**src/rtl/ets_phase_sweeper.sv**
```systemverilog
// ets_phase_sweeper: equivalent-time-sampling sweep controller that steps the MMCM phase shifter
// and streams per-channel comparator hit counts for every phase position.
module ets_phase_sweeper #(
    parameter int NUM_CH      = 2,
    parameter int STEPS       = 256,
    parameter int AVG_LOG2    = 4,
    parameter int SETTLE_CYC  = 16,
    parameter int PS_TIMEOUT  = 1024,
    parameter bit RETURN_HOME = 1'b1,
    localparam int CW  = AVG_LOG2 + 1,
    localparam int CHW = NUM_CH > 1 ? $clog2(NUM_CH) : 1
) (
    input  logic              free_run_clk,
    input  logic              free_run_rst_n,
    input  logic              start,
    input  logic              abort,
    input  logic [NUM_CH-1:0] cmp_data,
    output logic              ps_en,
    output logic              ps_incdec,
    input  logic              ps_done,
    output logic              res_valid,
    input  logic              res_ready,
    output logic [CW-1:0]     res_count,
    output logic [CHW-1:0]    res_ch,
    output logic [15:0]       res_step,
    output logic              busy,
    output logic              done,
    output logic              ps_err
);
    localparam int NACC = 1 << AVG_LOG2;
    localparam int TMA  = SETTLE_CYC > NACC ? SETTLE_CYC : NACC;
    localparam int TMAX = TMA > PS_TIMEOUT ? TMA : PS_TIMEOUT;
    localparam int TW   = $clog2(TMAX + 1);

    typedef enum logic [2:0] {IDLE, SETTLE, ACCUM, EMIT, SHIFT, WAIT_PS, UNWIND, UNWAIT} state_t;

    state_t         state, state_nxt, abort_dst;
    logic [TW-1:0]  tmr;
    logic [15:0]    step;
    logic [CW-1:0]  cnt [NUM_CH];
    logic [CW-1:0]  cnt_nxt [NUM_CH];
    logic [CHW-1:0] ch_nxt;
    logic           tmo, last_ch, last_step;

    // The timeout timer starts with the ps_en cycle and keeps running into the wait state.
    always_comb begin
        tmo       = (state == WAIT_PS || state == UNWAIT) && !ps_done && tmr == TW'(PS_TIMEOUT - 1);
        last_ch   = res_ch == CHW'(NUM_CH - 1);
        last_step = step == 16'(STEPS - 1);
        abort_dst = RETURN_HOME && step != 16'd0 ? UNWIND : IDLE;
        ch_nxt    = state != EMIT ? '0 : res_ch + CHW'(res_ready);
        for (int c = 0; c < NUM_CH; c++)
            cnt_nxt[c] = state == ACCUM ? cnt[c] + CW'(cmp_data[c]) : state == SETTLE ? '0 : cnt[c];
        state_nxt = state;
        case (state)
            IDLE:    state_nxt = start ? SETTLE : IDLE;
            SETTLE:  state_nxt = abort ? abort_dst : tmr == TW'(SETTLE_CYC - 1) ? ACCUM : SETTLE;
            ACCUM:   state_nxt = abort ? abort_dst : tmr == TW'(NACC - 1) ? EMIT : ACCUM;
            EMIT:    state_nxt = abort ? abort_dst : !(res_ready && last_ch) ? EMIT :
                                 !last_step ? SHIFT : RETURN_HOME ? UNWIND : IDLE;
            SHIFT:   state_nxt = WAIT_PS;
            WAIT_PS: state_nxt = ps_done ? (abort ? (RETURN_HOME ? UNWIND : IDLE) : SETTLE) :
                                 tmo ? IDLE : WAIT_PS;
            UNWIND:  state_nxt = UNWAIT;
            UNWAIT:  state_nxt = ps_done ? (step == 16'd1 ? IDLE : UNWIND) : tmo ? IDLE : UNWAIT;
            default: state_nxt = IDLE;
        endcase
    end

    always_ff @(posedge free_run_clk or negedge free_run_rst_n) begin
        if (!free_run_rst_n) begin
            state     <= IDLE;
            tmr       <= '0;
            step      <= '0;
            cnt       <= '{default: '0};
            ps_en     <= 1'b0;
            ps_incdec <= 1'b0;
            res_valid <= 1'b0;
            res_count <= '0;
            res_ch    <= '0;
            res_step  <= '0;
            busy      <= 1'b0;
            done      <= 1'b0;
            ps_err    <= 1'b0;
        end else begin
            state     <= state_nxt;
            tmr       <= state_nxt == state || state_nxt == WAIT_PS || state_nxt == UNWAIT ? tmr + 1'b1 : '0;
            step      <= state == IDLE ? '0 : state == WAIT_PS && ps_done ? step + 16'd1 :
                         state == UNWAIT && ps_done ? step - 16'd1 : step;
            cnt       <= cnt_nxt;
            ps_en     <= state_nxt == SHIFT || state_nxt == UNWIND;
            ps_incdec <= state_nxt == SHIFT;
            res_valid <= state_nxt == EMIT;
            if (state_nxt == EMIT) begin
                res_ch    <= ch_nxt;
                res_count <= cnt_nxt[ch_nxt];
                res_step  <= step;
            end
            busy      <= state_nxt != IDLE;
            done      <= state != IDLE && state_nxt == IDLE;
            ps_err    <= state == IDLE && start ? 1'b0 : tmo ? 1'b1 : ps_err;
        end
    end
endmodule

```
**config.mk**
```make
export PLATFORM = sky130hd
export DESIGN_NAME = ets_phase_sweeper
export DESIGN_NICKNAME = d
export VERILOG_FILES = /design/src/rtl/ets_phase_sweeper.sv
export SDC_FILE = /design/constraint.sdc
export NUM_CORES = 1
export LEC_CHECK = 0
export ABC_CLOCK_PERIOD_IN_PS = 2300
export BUFFER_PORTS_ARGS = -buffer_cell sky130_fd_sc_hd__buf_2
export CAP_MARGIN = 20
export CORE_AREA = 2 2 95 97
export CTS_CLUSTER_SIZE = 10
export DETAILED_ROUTE_END_ITERATION = 8
export DIE_AREA = 0 0 97 99
export PLACE_DENSITY = 0.72
export SKIP_CTS_REPAIR_TIMING = 1
export SLEW_MARGIN = 10
export SYNTH_ARGS = -nofsm -noshare
export SYNTH_HDL_FRONTEND = slang
export SYNTH_SLANG_ARGS = --single-unit
```
**constraint.sdc**
```tcl
create_clock -name free_run_clk -period 2.3 [get_ports free_run_clk]
set_input_delay 0.115 -clock free_run_clk [delete_from_list [all_inputs] [get_ports free_run_clk]]
set_output_delay 0.115 -clock free_run_clk [all_outputs]
set_load 0.02 [all_outputs]
```
Word level (Yosys, flattened, before mapping)
Index checks and enable logic that the tools add are counted.

Add/sub/neg operators: 6. Multiply operators: 0. Divide/modulo/power cells: 0. Order comparisons: 1. Eq/ne operators: 18. Shift-type cells: 0. Multiplexer cells: 30. Bitwise gates (word level): 1. Reduce and logical (&&, ||, !) cells: 19.

Operators by type and width (count): $mux W16 (3); $mux W5 (7); $mux W3 (11); $eq A3 B3 Y1 const B (8); $pmux W3 S8 (1); $add A16 B1 Y16 const B (1); $eq A16 B1 Y1 const B (1); $eq A16 B8 Y1 const B (1); $reduce_bool A16 Y1 (1); $sub A16 B1 Y16 const B (1); $add A11 B1 Y11 const B (1); $eq A11 B10 Y1 const B (1); $eq A11 B4 Y1 const B (1); $mux W11 (1); $add A5 B1 Y5 (2); $eq A3 B2 Y1 const B (3); $reduce_bool A3 Y1 (3); $logic_and A1 B1 Y1 (7); $logic_not A3 Y1 (2); $mux W1 (5); $logic_or A1 B1 Y1 (4); $mux W2 (2); $eq A3 B1 Y1 const B (1); $eq A3 B3 Y1 (1); other kinds (6) (6).

Flip-flop bits (word level): 68. Latch bits: 0. Memory bits (writable): 0. Bits in read-only memories: 0. Output and inout bits: 28. Memories kept: 0.

Longest topological paths before layout
Depth in word-level cells: 11. Gate-level depth with buffers: 9. Depth with buffers taken out: 8.

Worst setup path after synthesis
No wires, ideal clock.

Path type: register to register. Start: reg tmr[0]. End: reg tmr[10]. Setup time: 0.142 ns. Arrival: 2.022 ns. Required time: 2.158 ns. Setup slack: 0.135 ns. Cell stages (with the launch flop): 8. Buffers on the path: 1. Clock period less this slack: 2.165 ns. Cells stage by stage: dfrtp_1 > ha_1 > and3_1 > nand3_1 > o311a_1 > o22ai_1 > buf_1 > nor3_2.

Cells in the longest elaborated chain, start to end: 9.

RTL lines: from (decl) (RTL line 38) `logic [TW-1:0] tmr;`; from (signal assigned) (RTL line 87) `tmr <= state_nxt == state || state_nxt == WAIT_PS || state_nxt == UNWAIT ? tmr + 1'b1 : '0;`; $eq A11 B10 Y1 (RTL line 47) `tmo = (state == WAIT_PS || state == UNWAIT) && !ps_done && tmr == TW'(PS_TIMEOUT - 1);`; $logic_and A1 B1 Y1 (RTL line 47); $mux W3 (on tied branches) (RTL line 65, 63); $mux W3 (on tied branches) (RTL line 65, 62); $pmux W3 S8 (RTL line 55) `case (state)`; $eq A3 B3 Y1 (RTL line 87); $logic_or A1 B1 Y1 (2 in series) (RTL line 87); $mux W11 (*) (RTL line 87).

Mark *: on every way between the ends. The rest lies on a longest branch, timed or not. A chain may end at the register's enable or synchronous reset.

Final worst setup path
Start: reg tmr[0]. End: reg busy.

Cells in the longest elaborated chain, start to end: 6.

RTL lines: $eq A11 B10 Y1 (RTL line 47); $logic_and A1 B1 Y1 (RTL line 47); $mux W3 (on tied branches) (RTL line 65, 63); $mux W3 (on tied branches) (RTL line 65, 62); $pmux W3 S8 (*) (RTL line 55); $reduce_bool A3 Y1 (*) (RTL line 99) `busy <= state_nxt != IDLE;`; to (signal assigned) (RTL line 82) `busy <= 1'b0;`; to (signal assigned) (RTL line 99); to (decl) (RTL line 26) `output logic busy,`.

Marks and branches as above.

==> flow_summary.ini <==
[drt]
wl_per_cell_um = 15.90
final_antenna_net_count = 0
drc_errors = 0
drt_first_pass_iters = 5
vias_per_cell = 5.785
wl_mm = 8.666
vias = 3153
first_iter_violations = 277

[power]
leakage_uw = 0.002089
ir_drop_mv = 0.6263
pwr_density_cell_nw_per_um2 = 1286
clkPwrFrac = 0.193
seqPwrFrac = 0.320
power_uw = 5752
combPwrFrac = 0.487
switching_share = 0.4136
p_sw_uw = 2379
power.internal_uw = 3373

[sta]
finalMaxSlewViolations = 0
holdWs_ps = 21.04
worst_slack_ps = 136.1
min_period_ps = 2164
hold_viol = 0
period_share = 0.9408
finClkSkew_ps = 13.52
setup_viol_count_final = 0
finalSetupTns_ps = 0
relSlewSlack = 0.5944
timing.fmax_mhz = 462.1
worst_pin_slew_ps = 608.4

[worst_setup_path]
start_kind = flop
end_kind = flop
critical_path_required_ps = 2520
worstSetupPathType = reg2reg
critPathArrivalTime_ps = 2380
worstPathMaxFanout = 3

[logic_synthesis]
synth_commonest_cells = dfrtp_1, nor2_1, nand3_1
synth_area_sq_um = 3754
ys_types = 57
postSynthCellCount = 385
synth_area_leaders = dfrtp_1, mux2_1, xor2_1, nand3_1, ha_1
yosysMostFrequentCell = dfrtp_1
ys.flop_type = dfrtp_1
yosys_warnings = 0
avgSynthCellArea_sq_um = 9.750
synth_largest_area_cell = dfrtp_1
async_reset_ff_frac = 1.000
ys_seq_area_frac = 0.4533
synth_top_area_frac = 0.4533
synth_edf_count = 0
syn-num-nets = 403
ys_ff_latch = 68

[clock_tree]
cts.path.max_buffers = 2
cts.clk_slew.worst_paths_ps = 70
clock_latency_ps = 330
cts_tree = yes
cts_buffers = 9
cts_root_buf = clkbuf_8
clock_sinks = 68
h-tree-depth = 3

[global_routing]
grt.total_usage = 0.1839
antenna_found_initial = 0
grt-ovfl-total = 0
grt_first_pass_wirelength_mm = 14.75
grt_max_degree = 43
grt_pass1_vias = 3169

[floorplan]
pin_count = 36
die_x_um = 97
coreArea_sq_um = 8551
floorplan.initialDensity = 0.4390
num_rows = 34
die_h_um = 99
die_area_sq_um = 9603

[placement]
hpwl_mm = 5.973
place_ws_ps = 94.95
portBuffers = 35
gp_congestion = 0.9214

[layout]
drive_gt1_frac = 0.2403
area_growth_pct = 19.17
fillCellCount = 734
antenna_cells = 0
fin_util = 0.5231
final_nets = 451

[flow_run]
maxCapViolations = 0

[outcome]
outcome = finished clean

[worst_hold_path]
hp-class = in2reg
area by class of cell:
type | instances | area (sq um) | area share
clock buffer | 11 | 151.4 | 0.03385
clock inverter | 4 | 72.57 | 0.01622
inverter | 8 | 30.03 | 0.006713
multi-input combinational | 279 | 1927 | 0.4308
sequential | 68 | 1702 | 0.3804
tap | 108 | 135.1 | 0.03021
timing repair buffer | 67 | 455.4 | 0.1018
worst max-delay path, stage by stage (launching register included):
cell      delay [ps]
dfrtp_1          390
ha_1             220
nand3_1          120
nor4_1           400
nor2_1           160
o221ai_1         280
nand3b_1         180
a211o_1          300
power by group through the flow:
stage	Sequential (uW)	Combinational (uW)	Clock (uW)
floorplan	1940	1710	0
global placement	1840	2630	0
detailed placement	1850	2670	0
CTS	1830	2700	1130
global route	1890	3090	1180
finish	1840	2800	1110
cell families after synthesis:
group / after synthesis / synth area share
buffers and inverters: 38 / 0.04467
xor gates and xnor gates: 21 / 0.04900
DFF: 68 / 0.4533
and+or+nand+nor: 155 / 0.2337
muxes: 21 / 0.06067
adders and majority gates: 10 / 0.03333
AOI/OAI and AO/OA: 72 / 0.1253
metal layers:
layer / track usage / up-vias / routed length [um]
met1: 0.2475 / 1519 / 3824
met4: 0.05200 / 0 / 122
met3: 0.04326 / 16 / 531
met2: 0.2991 / 119 / 4187
met5: 0 / - / 0
li1: - / 1499 / -
worst paths after layout:
kind / startpoint / to / slack (ps) / depth (start not counted)
worst max-delay path: tmr[0] / busy / 140 / 7
worst min-delay path: start / ps_err / 20 / 2
worst max register to register: tmr[0] / busy / 140 / 7
worst min register to register: tmr[0] / tmr[0] / 480 / 1
max in group asynchronous: free_run_rst_n / cnt[8] / 1340 / 3
min in group asynchronous: free_run_rst_n / res_step[9] / 320 / 2
placed cells by master (no fill, tap or decap), types with 12 or more instances in the layout:
| cell type | n |
|---|---|
| a21oi_1 | 13 |
| buf_2 | 35 |
| buf_4 | 28 |
| dfrtp_1 | 68 |
| mux2_1 | 14 |
| nand2_1 | 25 |
| nand3_1 | 25 |
| nand4_1 | 12 |
| nor2_1 | 28 |
| nor3_2 | 12 |
| o21ai_1 | 19 |
| xor2_1 | 15 |
stage by stage:
step | std cells | area (sq um)
2_1_floorplan | 385 | 3754
5_1_grt | 545 | 4473
6_report | 545 | 4473
3_3_place_gp | 529 | 4202
3_5_place_dp | 529 | 4202
4_1_cts | 544 | 4425
state kept, by name, indices dropped and copies added (netlist names), 3 cells and up:
register   count
res_count      5
tmr           11
res_step      16
step          16
state          3
cnt           10
No activity file was read; power rests on OpenSTA's default activity.
